`src/rtl/uart_host_ctrl_if.sv`:
```
// Strobe/status bus between the UART host controller and the TPU bridge/MLP.
interface uart_host_ctrl_if;
  logic               wf_push_col0;
  logic               wf_push_col1;
  logic [7:0]         wf_data_in;
  logic               wf_reset;
  logic               init_act_valid;
  logic [15:0]        init_act_data;
  logic               start_mlp;
  logic               weights_ready;
  logic [3:0]         mlp_state;
  logic [4:0]         mlp_cycle_cnt;
  logic signed [31:0] mlp_acc0;

  modport master (
    output wf_push_col0, wf_push_col1, wf_data_in, wf_reset,
    output init_act_valid, init_act_data, start_mlp, weights_ready,
    input  mlp_state, mlp_cycle_cnt, mlp_acc0
  );

  modport slave (
    input  wf_push_col0, wf_push_col1, wf_data_in, wf_reset,
    input  init_act_valid, init_act_data, start_mlp, weights_ready,
    output mlp_state, mlp_cycle_cnt, mlp_acc0
  );
endinterface

```
`src/rtl/uart_host_ctrl.sv`:
```
// UART 8N1 host command decoder driving MLP load/start strobes and status readback.
// Optional: define UART_HOST_ACK_EN to answer commands 0x01-0x06 with an 0xAA ack byte.
module uart_host_ctrl #(
  parameter int CLOCK_FREQ = 100_000_000,
  parameter int BAUD_RATE  = 115200
) (
  input  logic                    clk,
  input  logic                    rst,
  input  logic                    uart_rx,
  output logic                    uart_tx,
  uart_host_ctrl_if.master        mlp_bus,
  output logic [3:0]              dbg_state,
  output logic [7:0]              dbg_cmd_reg,
  output logic [2:0]              dbg_byte_count,
  output logic [1:0]              dbg_resp_byte_idx,
  output logic                    dbg_tx_valid,
  output logic                    dbg_tx_ready,
  output logic                    dbg_rx_valid,
  output logic [7:0]              dbg_rx_data,
  output logic                    dbg_weights_ready,
  output logic                    dbg_start_mlp
);
  localparam int BIT_DIV = CLOCK_FREQ / BAUD_RATE;
  localparam int CNT_W   = $clog2(BIT_DIV);
  localparam logic [CNT_W-1:0] BIT_LAST  = CNT_W'(BIT_DIV - 1);
  localparam logic [CNT_W-1:0] HALF_LAST = CNT_W'(BIT_DIV / 2 - 1);
  localparam logic [CNT_W-1:0] STOP_LAST = CNT_W'(BIT_DIV - 2);

  typedef enum logic [2:0] {RX_IDLE, RX_START, RX_DATA, RX_STOP, RX_DONE} rx_state_t;
  typedef enum logic [3:0] {S_IDLE = 4'd0, S_RECV = 4'd1, S_EXEC = 4'd2,
                            S_SEND = 4'd3, S_WAIT_TX = 4'd4} state_t;

  rx_state_t        r_rx_state;
  logic [2:0]       r_rx_sync;
  logic [CNT_W-1:0] r_rx_cnt;
  logic [2:0]       r_rx_bit;
  logic [7:0]       r_rx_shift;
  logic             r_rx_stop;
  logic             r_rx_valid;
  logic [7:0]       r_rx_data;
  logic             w_rx;
  logic             w_rx_fall;

  logic             r_tx_busy;
  logic             r_tx_ready;
  logic [CNT_W-1:0] r_tx_cnt;
  logic [3:0]       r_tx_bit;
  logic [9:0]       r_tx_shift;

  state_t           r_state;
  logic [7:0]       r_cmd;
  logic [2:0]       r_byte_count;
  logic [7:0]       r_b0;
  logic [7:0]       r_b1;
  logic [7:0]       r_resp [4];
  logic [1:0]       r_resp_last;
  logic [1:0]       r_resp_idx;
  logic             r_tx_valid;
  logic [7:0]       r_tx_data;

  assign w_rx      = r_rx_sync[1];
  assign w_rx_fall = r_rx_sync[2] & ~r_rx_sync[1];

  // RX: synchronise, then sample mid-bit; the strobe fires half a bit after the stop midpoint
  always_ff @(posedge clk) begin
    if (!rst) begin
      r_rx_sync  <= 3'b111;
      r_rx_state <= RX_IDLE;
      r_rx_cnt   <= '0;
      r_rx_bit   <= '0;
      r_rx_stop  <= 1'b0;
      r_rx_valid <= 1'b0;
      r_rx_data  <= '0;
    end else begin
      r_rx_sync  <= {r_rx_sync[1:0], uart_rx};
      r_rx_valid <= 1'b0;
      case (r_rx_state)
        RX_IDLE: begin
          r_rx_cnt <= '0;
          if (w_rx_fall) r_rx_state <= RX_START;
        end
        RX_START: begin
          if (r_rx_cnt == HALF_LAST) begin
            r_rx_cnt   <= '0;
            r_rx_bit   <= '0;
            r_rx_state <= w_rx ? RX_IDLE : RX_DATA;
          end else r_rx_cnt <= r_rx_cnt + 1'b1;
        end
        RX_DATA: begin
          if (r_rx_cnt == BIT_LAST) begin
            r_rx_cnt   <= '0;
            r_rx_shift <= {w_rx, r_rx_shift[7:1]};
            if (r_rx_bit == 3'd7) r_rx_state <= RX_STOP;
            else r_rx_bit <= r_rx_bit + 3'd1;
          end else r_rx_cnt <= r_rx_cnt + 1'b1;
        end
        RX_STOP: begin
          if (r_rx_cnt == BIT_LAST) begin
            r_rx_cnt   <= '0;
            r_rx_stop  <= w_rx;
            r_rx_state <= RX_DONE;
          end else r_rx_cnt <= r_rx_cnt + 1'b1;
        end
        RX_DONE: begin
          if (r_rx_cnt == HALF_LAST) begin
            r_rx_cnt   <= '0;
            r_rx_state <= RX_IDLE;
            if (r_rx_stop) begin
              r_rx_valid <= 1'b1;
              r_rx_data  <= r_rx_shift;
            end
          end else r_rx_cnt <= r_rx_cnt + 1'b1;
        end
        default: r_rx_state <= RX_IDLE;
      endcase
    end
  end

  // TX: ready rises in the final stop-bit clock so a queued byte follows with a 1-clock gap
  always_ff @(posedge clk) begin
    if (!rst) begin
      r_tx_busy  <= 1'b0;
      r_tx_ready <= 1'b0;
      r_tx_cnt   <= '0;
      r_tx_bit   <= '0;
      uart_tx    <= 1'b1;
    end else if (!r_tx_busy) begin
      if (r_tx_ready && r_tx_valid) begin
        r_tx_busy  <= 1'b1;
        r_tx_ready <= 1'b0;
        r_tx_cnt   <= '0;
        r_tx_bit   <= '0;
        r_tx_shift <= {1'b1, r_tx_data, 1'b0};
        uart_tx    <= 1'b0;
      end else r_tx_ready <= 1'b1;
    end else if (r_tx_cnt == ((r_tx_bit == 4'd9) ? STOP_LAST : BIT_LAST)) begin
      r_tx_cnt <= '0;
      if (r_tx_bit == 4'd9) begin
        r_tx_busy  <= 1'b0;
        r_tx_ready <= 1'b1;
      end else begin
        r_tx_bit   <= r_tx_bit + 4'd1;
        uart_tx    <= r_tx_shift[1];
        r_tx_shift <= {1'b1, r_tx_shift[9:1]};
      end
    end else r_tx_cnt <= r_tx_cnt + 1'b1;
  end

  always_ff @(posedge clk) begin
    if (!rst) begin
      r_state                <= S_IDLE;
      r_cmd                  <= '0;
      r_byte_count           <= '0;
      r_resp_last            <= '0;
      r_resp_idx             <= '0;
      r_tx_valid             <= 1'b0;
      mlp_bus.wf_push_col0   <= 1'b0;
      mlp_bus.wf_push_col1   <= 1'b0;
      mlp_bus.wf_data_in     <= '0;
      mlp_bus.wf_reset       <= 1'b0;
      mlp_bus.init_act_valid <= 1'b0;
      mlp_bus.init_act_data  <= '0;
      mlp_bus.start_mlp      <= 1'b0;
      mlp_bus.weights_ready  <= 1'b0;
    end else begin
      mlp_bus.wf_push_col0   <= 1'b0;
      mlp_bus.wf_push_col1   <= 1'b0;
      mlp_bus.wf_reset       <= 1'b0;
      mlp_bus.init_act_valid <= 1'b0;
      mlp_bus.start_mlp      <= 1'b0;
      case (r_state)
        S_IDLE: begin
          if (r_rx_valid) begin
            r_cmd        <= r_rx_data;
            r_byte_count <= '0;
            r_state      <= (r_rx_data inside {8'h01, 8'h02, 8'h03}) ? S_RECV : S_EXEC;
          end
        end
        S_RECV: begin
          if (r_rx_valid) begin
            if (r_byte_count == 3'd0) r_b0 <= r_rx_data;
            else r_b1 <= r_rx_data;
            mlp_bus.wf_data_in   <= r_rx_data;
            mlp_bus.wf_push_col0 <= (r_cmd == 8'h01);
            mlp_bus.wf_push_col1 <= (r_cmd == 8'h02);
            r_byte_count         <= r_byte_count + 3'd1;
            if (r_byte_count == 3'd1) r_state <= S_EXEC;
          end
        end
        S_EXEC: begin
          r_resp_idx <= '0;
          r_state    <= S_IDLE;
          case (r_cmd)
            8'h03: begin
              mlp_bus.init_act_valid <= 1'b1;
              mlp_bus.init_act_data  <= {r_b1, r_b0};
            end
            8'h04: mlp_bus.start_mlp <= 1'b1;
            8'h05: mlp_bus.weights_ready <= 1'b1;
            8'h06: begin
              mlp_bus.wf_reset      <= 1'b1;
              mlp_bus.weights_ready <= 1'b0;
            end
            default: ;
          endcase
          case (r_cmd)
            8'h07: begin
              r_resp[0]   <= {4'h0, mlp_bus.mlp_state};
              r_resp[1]   <= {3'b000, mlp_bus.mlp_cycle_cnt};
              r_resp_last <= 2'd1;
              r_tx_data   <= {4'h0, mlp_bus.mlp_state};
              r_tx_valid  <= 1'b1;
              r_state     <= S_SEND;
            end
            8'h08: begin
              r_resp[0]   <= mlp_bus.mlp_acc0[7:0];
              r_resp[1]   <= mlp_bus.mlp_acc0[15:8];
              r_resp[2]   <= mlp_bus.mlp_acc0[23:16];
              r_resp[3]   <= mlp_bus.mlp_acc0[31:24];
              r_resp_last <= 2'd3;
              r_tx_data   <= mlp_bus.mlp_acc0[7:0];
              r_tx_valid  <= 1'b1;
              r_state     <= S_SEND;
            end
`ifdef UART_HOST_ACK_EN
            8'h01, 8'h02, 8'h03, 8'h04, 8'h05, 8'h06: begin
              r_resp[0]   <= 8'hAA;
              r_resp_last <= 2'd0;
              r_tx_data   <= 8'hAA;
              r_tx_valid  <= 1'b1;
              r_state     <= S_SEND;
            end
`else
            8'h01, 8'h02, 8'h03, 8'h04, 8'h05, 8'h06: r_state <= S_IDLE;
`endif
            default: r_state <= S_IDLE;
          endcase
        end
        S_SEND: begin
          if (r_tx_valid && r_tx_ready) begin
            r_tx_valid <= 1'b0;
            r_state    <= S_WAIT_TX;
          end
        end
        S_WAIT_TX: begin
          if (r_tx_ready) begin
            if (r_resp_idx == r_resp_last) r_state <= S_IDLE;
            else begin
              r_resp_idx <= r_resp_idx + 2'd1;
              r_tx_data  <= r_resp[r_resp_idx + 2'd1];
              r_tx_valid <= 1'b1;
              r_state    <= S_SEND;
            end
          end
        end
        default: r_state <= S_IDLE;
      endcase
    end
  end

  assign dbg_state         = r_state;
  assign dbg_cmd_reg       = r_cmd;
  assign dbg_byte_count    = r_byte_count;
  assign dbg_resp_byte_idx = r_resp_idx;
  assign dbg_tx_valid      = r_tx_valid;
  assign dbg_tx_ready      = r_tx_ready;
  assign dbg_rx_valid      = r_rx_valid;
  assign dbg_rx_data       = r_rx_data;
  assign dbg_weights_ready = mlp_bus.weights_ready;
  assign dbg_start_mlp     = mlp_bus.start_mlp;
endmodule

```
`src/flat_wrapper.sv`:
```
// flat-port wrapper written by rule: the top's interface ports become plain ports
module uart_host_ctrl_flat 
#(
  parameter int CLOCK_FREQ = 100_000_000,
  parameter int BAUD_RATE  = 115200
)
  (clk, rst, uart_rx, uart_tx, dbg_state, dbg_cmd_reg, dbg_byte_count, dbg_resp_byte_idx, dbg_tx_valid, dbg_tx_ready, dbg_rx_valid, dbg_rx_data, dbg_weights_ready, dbg_start_mlp, mlp_bus_wf_push_col0, mlp_bus_wf_push_col1, mlp_bus_wf_data_in, mlp_bus_wf_reset, mlp_bus_init_act_valid, mlp_bus_init_act_data, mlp_bus_start_mlp, mlp_bus_weights_ready, mlp_bus_mlp_state, mlp_bus_mlp_cycle_cnt, mlp_bus_mlp_acc0);
  uart_host_ctrl_if mlp_bus_i ();
  input  logic clk;
  input  logic rst;
  input  logic uart_rx;
  output logic uart_tx;
  output logic [3:0] dbg_state;
  output logic [7:0] dbg_cmd_reg;
  output logic [2:0] dbg_byte_count;
  output logic [1:0] dbg_resp_byte_idx;
  output logic dbg_tx_valid;
  output logic dbg_tx_ready;
  output logic dbg_rx_valid;
  output logic [7:0] dbg_rx_data;
  output logic dbg_weights_ready;
  output logic dbg_start_mlp;
  output wire logic [$bits(mlp_bus_i.wf_push_col0)-1:0] mlp_bus_wf_push_col0;
  output wire logic [$bits(mlp_bus_i.wf_push_col1)-1:0] mlp_bus_wf_push_col1;
  output wire logic [$bits(mlp_bus_i.wf_data_in)-1:0] mlp_bus_wf_data_in;
  output wire logic [$bits(mlp_bus_i.wf_reset)-1:0] mlp_bus_wf_reset;
  output wire logic [$bits(mlp_bus_i.init_act_valid)-1:0] mlp_bus_init_act_valid;
  output wire logic [$bits(mlp_bus_i.init_act_data)-1:0] mlp_bus_init_act_data;
  output wire logic [$bits(mlp_bus_i.start_mlp)-1:0] mlp_bus_start_mlp;
  output wire logic [$bits(mlp_bus_i.weights_ready)-1:0] mlp_bus_weights_ready;
  input wire logic [$bits(mlp_bus_i.mlp_state)-1:0] mlp_bus_mlp_state;
  input wire logic [$bits(mlp_bus_i.mlp_cycle_cnt)-1:0] mlp_bus_mlp_cycle_cnt;
  input wire logic [$bits(mlp_bus_i.mlp_acc0)-1:0] mlp_bus_mlp_acc0;
  assign mlp_bus_wf_push_col0 = mlp_bus_i.wf_push_col0;
  assign mlp_bus_wf_push_col1 = mlp_bus_i.wf_push_col1;
  assign mlp_bus_wf_data_in = mlp_bus_i.wf_data_in;
  assign mlp_bus_wf_reset = mlp_bus_i.wf_reset;
  assign mlp_bus_init_act_valid = mlp_bus_i.init_act_valid;
  assign mlp_bus_init_act_data = mlp_bus_i.init_act_data;
  assign mlp_bus_start_mlp = mlp_bus_i.start_mlp;
  assign mlp_bus_weights_ready = mlp_bus_i.weights_ready;
  assign mlp_bus_i.mlp_state = mlp_bus_mlp_state;
  assign mlp_bus_i.mlp_cycle_cnt = mlp_bus_mlp_cycle_cnt;
  assign mlp_bus_i.mlp_acc0 = mlp_bus_mlp_acc0;
  uart_host_ctrl #(.CLOCK_FREQ(CLOCK_FREQ), .BAUD_RATE(BAUD_RATE)) u_core (.clk(clk), .rst(rst), .uart_rx(uart_rx), .uart_tx(uart_tx), .mlp_bus(mlp_bus_i), .dbg_state(dbg_state), .dbg_cmd_reg(dbg_cmd_reg), .dbg_byte_count(dbg_byte_count), .dbg_resp_byte_idx(dbg_resp_byte_idx), .dbg_tx_valid(dbg_tx_valid), .dbg_tx_ready(dbg_tx_ready), .dbg_rx_valid(dbg_rx_valid), .dbg_rx_data(dbg_rx_data), .dbg_weights_ready(dbg_weights_ready), .dbg_start_mlp(dbg_start_mlp));
endmodule
```
`config.mk`:
```
export PLATFORM = sky130hd
export DESIGN_NAME = uart_host_ctrl_flat
export DESIGN_NICKNAME = d
export VERILOG_FILES = /design/src/rtl/uart_host_ctrl_if.sv /design/src/rtl/uart_host_ctrl.sv /design/src/flat_wrapper.sv
export SDC_FILE = /design/constraint.sdc
export NUM_CORES = 1
export LEC_CHECK = 0
export ABC_AREA = 0
export ABC_CLOCK_PERIOD_IN_PS = 2300
export BUFFER_PORTS_ARGS = -buffer_cell sky130_fd_sc_hd__buf_4
export CORE_ASPECT_RATIO = 2
export CORE_UTILIZATION = 50
export CTS_BUF_LIST = sky130_fd_sc_hd__clkbuf_8
export DETAILED_ROUTE_END_ITERATION = 8
export MAX_ROUTING_LAYER = met4
export PLACE_DENSITY = 0.74
export RECOVER_POWER = 25
export SLEW_MARGIN = 10
export SYNTH_ARGS = -nofsm -noshare
export SYNTH_HDL_FRONTEND = slang
export SYNTH_SLANG_ARGS = --single-unit
```
`constraint.sdc`:
```
create_clock -name clk -period 2.3 [get_ports clk]
set_input_delay 0.115 -clock clk [delete_from_list [all_inputs] [get_ports clk]]
set_output_delay 0.115 -clock clk [all_outputs]
set_load 0.005 [all_outputs]
```
Word-level counts from Yosys, hierarchy flattened
Memories as Yosys holds them, arrays and structs flattened.
Index checks and enable logic that the tools add are counted.
{"block": "word_totals", "reg_bits": 138, "mem_bits_rw": 32, "in_bits": 44, "output_inout_bits": 61, "mem_count": 1}
{"block": "op_classes", "addsub": 6, "n_eq_ne": 44, "muxes": 77, "n_bitwise": 5, "reduce_logical": 39}
{"name": "u_core.r_resp", "depth": 4, "width": 8, "rd": 1, "rd_clocked_by_memory_dff": 0, "wr": 4, "line": "uart_host_ctrl.sv:55", "source": "logic [7:0] r_resp [4];"}
{"op": "$mux 10", "n": 9}
{"op": "$mux 4", "n": 9}
{"op": "$eq 8x2->1 const B", "n": 4}
{"op": "$eq 8x3->1 const B", "n": 4}
{"op": "$mux 8", "n": 4}
{"op": "$pmux 8 s2", "n": 2}
{"op": "$mux 3", "n": 10}
{"op": "$pmux 10 s3", "n": 1}
{"op": "$mux 1", "n": 28}
{"op": "$ne 2x1->1 const B", "n": 11}
{"op": "$reduce_and 3->1", "n": 7}
{"op": "$add 10x1->10 const B", "n": 2}
{"op": "$pmux 4 s5", "n": 1}
{"op": "$eq 8x1->1 const B", "n": 2}
{"op": "$reduce_and 2->1", "n": 8}
{"op": "$reduce_and 4->1", "n": 4}
{"op": "$pmux 3 s5", "n": 1}
{"op": "$reduce_and 5->1", "n": 3}
{"op": "$mux 2", "n": 6}
{"op": "$ne 2x2->1 const B", "n": 6}
{"op": "$pmux 3 s2", "n": 2}
{"op": "$reduce_bool 2->1", "n": 6}
{"op": "$eq 10x10->1", "n": 1}
{"op": "$eq 10x10->1 const B", "n": 1}
{"op": "26 further kinds", "n": 39}

Logic depth before layout (Yosys ltp)
{"block": "depth", "word_depth": 6, "depth_mapped": 8, "depth_no_buf": 7}

Worst setup path before layout
OpenSTA, ideal clock, no wires.
{"block": "synth_path", "kind": "register to register", "start": "register u_core.r_state[0], in the netlist u_core.dbg_state[0]", "end": "memory u_core.r_resp[0][0] (enable)", "t_arrival_ns": 1.863, "path_slack_ns": 0.049, "path_stages_with_launch": 5, "n_path_buf": 1, "path_cell_list": "dfxtp_1 clkbuf_1 nor3b_1 nand3_1 nor2_1"}
{"item": "from (decl)", "line": "uart_host_ctrl.sv:50", "source": "state_t r_state;"}
{"item": "from (signal assigned)", "line": "uart_host_ctrl.sv:176", "source": "r_state <= (r_rx_data inside {8'h01, 8'h02, 8'h03}) ? S_RECV : S_EXEC;"}
{"item": "to (decl)", "line": "uart_host_ctrl.sv:55"}

==> metrics.md <==
| Metric | Value |
|---|---|
| Outcome | finished clean |
| First DRT Iteration DRCs | 220 |
| Final setup fails | 0 |
| Rows | 61 |
| WS Path Type | reg -> reg |
| Yosys reg bits | roughly 170 |
| # IOs | about 110 |
| Die X | 86.3 um |
| Cell count after synthesis | roughly 640 |
| Post-placement worst setup slack | between 0.03 and 0.04 ns |
| Most frequent cells in the layout | dfxtp_1, buf_4, nand2_1 |
| Clk Latency, worst-skew pair | about 0.47 ns |
| Syn_area_per_cell | around 11 um2 |
| Initial antenna violation count | 0 |
| Syn Std Cell Area | 7110 um2 |
| Max-slew violations | 0 |
| Port Buffers | around 100 |
| CP Capture Type | flip-flop |
| Post-synth cell types | just under 70 |
| First-pass GRT wire length | approximately 26 mm |
| Yosys warnings | 0 |
| Fill cell count | between 1000 and 1500 |
| Synth-to-Final Area Change | 26.5% |
| Crit Path Max Fanout | 16 |
| Share of layout cells above drive strength 1 | roughly a quarter |
| Seq/Total Area, Yosys | a little under three fifths |
| Crit start category | flip-flop |
| Slew headroom | between 60% and 70% |
| Pwr per Cell Area | roughly 620 nW/um2 |
| Max Cap Violations | 0 |
| Largest net degree at the start of global routing | 28 |
| Vias in the first global route | 5470 |
| CTS Buf Count | 17 |
| Net Count, Synth | between 600 and 700 |
| HPWL Detailed | 11.3 mm |
| CTS tree | yes |
| Die Span Y | approximately 170 um |
| Worst hold slack | ~0.38 ns |
| Post-synth EDFFs | just over 70 |
| Biggest register | u_core.r_resp |
| Final std cells w/o fill | between 900 and 1000 |
| Crit path largest cell delay | about 0.55 ns |
| Longest Clk Path Bufs | 2 |
| Worst hold path class | in -> reg |
| Max reg flops | 32 |
| Core area | between 10000 and 15000 um2 |
| Largest regs | u_core.r_resp x32, u_core.mlp_bus.init_act_data x16 |
| Routed vias | 5376 |
| Total grt overflow | 0 |
| Final hold violations | 0 |
| Most common cell after layout, fill and taps aside | dfxtp_1 |
| Max Clock Skew | 0.0108 ns |
| Total Negative Setup Slacks | 0 ns |
| N_diodes | 0 |
| Final GP Congestion | approximately 0.9 |
| Starting density of the core | 51.2% |
| H-tree Lvls | 4 |
| Drt first pass iters | 4 |
| Clock root buffer | clkbuf_8 |
| DR vias/cell | about 5.4 |
| Minimum clock period | 2.15 ns |
| Routed Wire Length | roughly 16 mm |
| Leak | about 3.4 nW |
| Top_reg_cell synth | dfxtp_1 |
| Peak supply drop | 0.533 mV |
| Crit share post-route | around 93% |
| Placed Cells | 920 |
| WP data arrival | ~2.4 ns |
| Critical Path RT | 2.52 ns |
| DRC violations left | 0 |
| Critical path, cell by cell | or4_4 -> nor3_2 -> and3_4 -> mux2_2 |
| Actual slew at the worst max-slew pin | 0.543 ns |
| Fmax | approximately 0.47 GHz |
| Worst setup margin | approximately 0.15 ns |
| Die area | between 10000 and 15000 um2 |
| Postcts setup bufs | 0 |
| Avg WL per Cell | 15.9 um |
| Delay-heaviest family, CP | simple AND/OR/NAND/NOR gates |
| Nets | 848 |
| Total global-route track usage | between 20% and 30% |
| RSZ-0062 raised after global routing | no |
| CTS clk-pin slew, worst paths | ~0.1 ns |
| WP buf/inv | 0 |
| Synth async-reset ratio | 0% |
| Sinks on Clock Net | ~170 |
| Slowest cell on the critical path | or4_4 |
| Post-DRT Antenna Nets | 0 |
report_power, final:
group          total, mW  internal (mW)  switching [mW]
Sequential          3.10           3.08          0.0199
Combinational      0.251          0.144           0.107
Clock               2.23          0.952            1.28
path summary, 6_finish.rpt:
| kind | startpoint | to | slack, ns | cells past startpoint |
|---|---|---|---|---|
| worst min register to register | u_core.r_rx_sync[0] | u_core.r_rx_sync[1] | 0.42 | 1 |
| worst max-delay path | u_core.dbg_cmd_reg[7] | u_core.r_resp[1][3] | 0.15 | 4 |
| worst max register to register | u_core.dbg_cmd_reg[7] | u_core.r_resp[1][3] | 0.15 | 4 |
| worst min-delay path | mlp_bus_mlp_acc0[26] | u_core.r_resp[3][2] | 0.38 | 2 |
repair_timing:
action                                 in CTS  in global routing
gates resized for setup                     0                  1
setup endpoints to repair                   0                 23
hold buffers                               44                  0
endpoints found under the hold margin      38                  0
kinds of logic after synthesis:
group	Yosys count	synth area share (%)
and+or+nand+nor	248	17.8
DFF	167	57.2
muxes	62	10.5
adders and majority gates	10	1.76
xor gates and xnor gates	13	1.60
AOI/OAI and AO/OA	89	7.80
buffers and inverters	45	3.29
other	1	0.0528
final cells by class:
cell class	instances	area (um2)	area share [%]
Inverter	13	48.8	0.543
Multi-Input combinational cell	423	2810	31.3
Tap cell	189	236	2.63
Clock buffer	17	234	2.60
Sequential cell	167	4060	45.2
Clock inverter	15	200	2.23
Timing Repair Buffer	172	1400	15.5
synth_stat cells, drive strengths merged (3+ instances only):
library cell	n	area [um2]
and4	4	35.0
clkbuf	19	71.3
mux2i	34	340
nand2	78	293
nand3	24	120
mux4	8	180
xnor2	7	61.3
a22o	3	26.3
buf	13	114
and3	5	33.8
mux2	20	229
nor4	6	37.5
dfxtp	95	1900
nor2	59	229
a31oi	3	18.8
nor3	12	65.1
nand4	6	37.5
nand2b	9	56.3
a21o	3	22.5
o211ai	3	22.5
o21a	3	22.5
or2	4	25.0
o21ai	21	105
ha	10	125
inv	12	45.0
a21oi	35	175
o311ai	4	35.0
xor2	6	52.6
or3	4	25.0
edfxtp	72	2160
nor3b	7	57.6
nand3b	5	37.5
and2	11	71.3
metal layers:
metal / wire (um) / global-route usage, % / up-vias
li1: - / - / 2606
met1: 5820 / 23.3 / 2610
met2: 9010 / 43.1 / 131
met3: 585 / 5.26 / 29
met4: 444 / 10.7 / 0
met5: 0 / - / -
per-stage QoR:
stage	total power, mW	utilization (%)	area, um2
detailed placement	3.36	58.4	8120
global route	5.77	64.7	8990
finish	5.58	64.7	8990
floorplan	3.27	-	7110
CTS	5.63	64.7	8990
global placement	3.36	58.4	8120
Note: power is estimated with default switching activity, not from simulation.
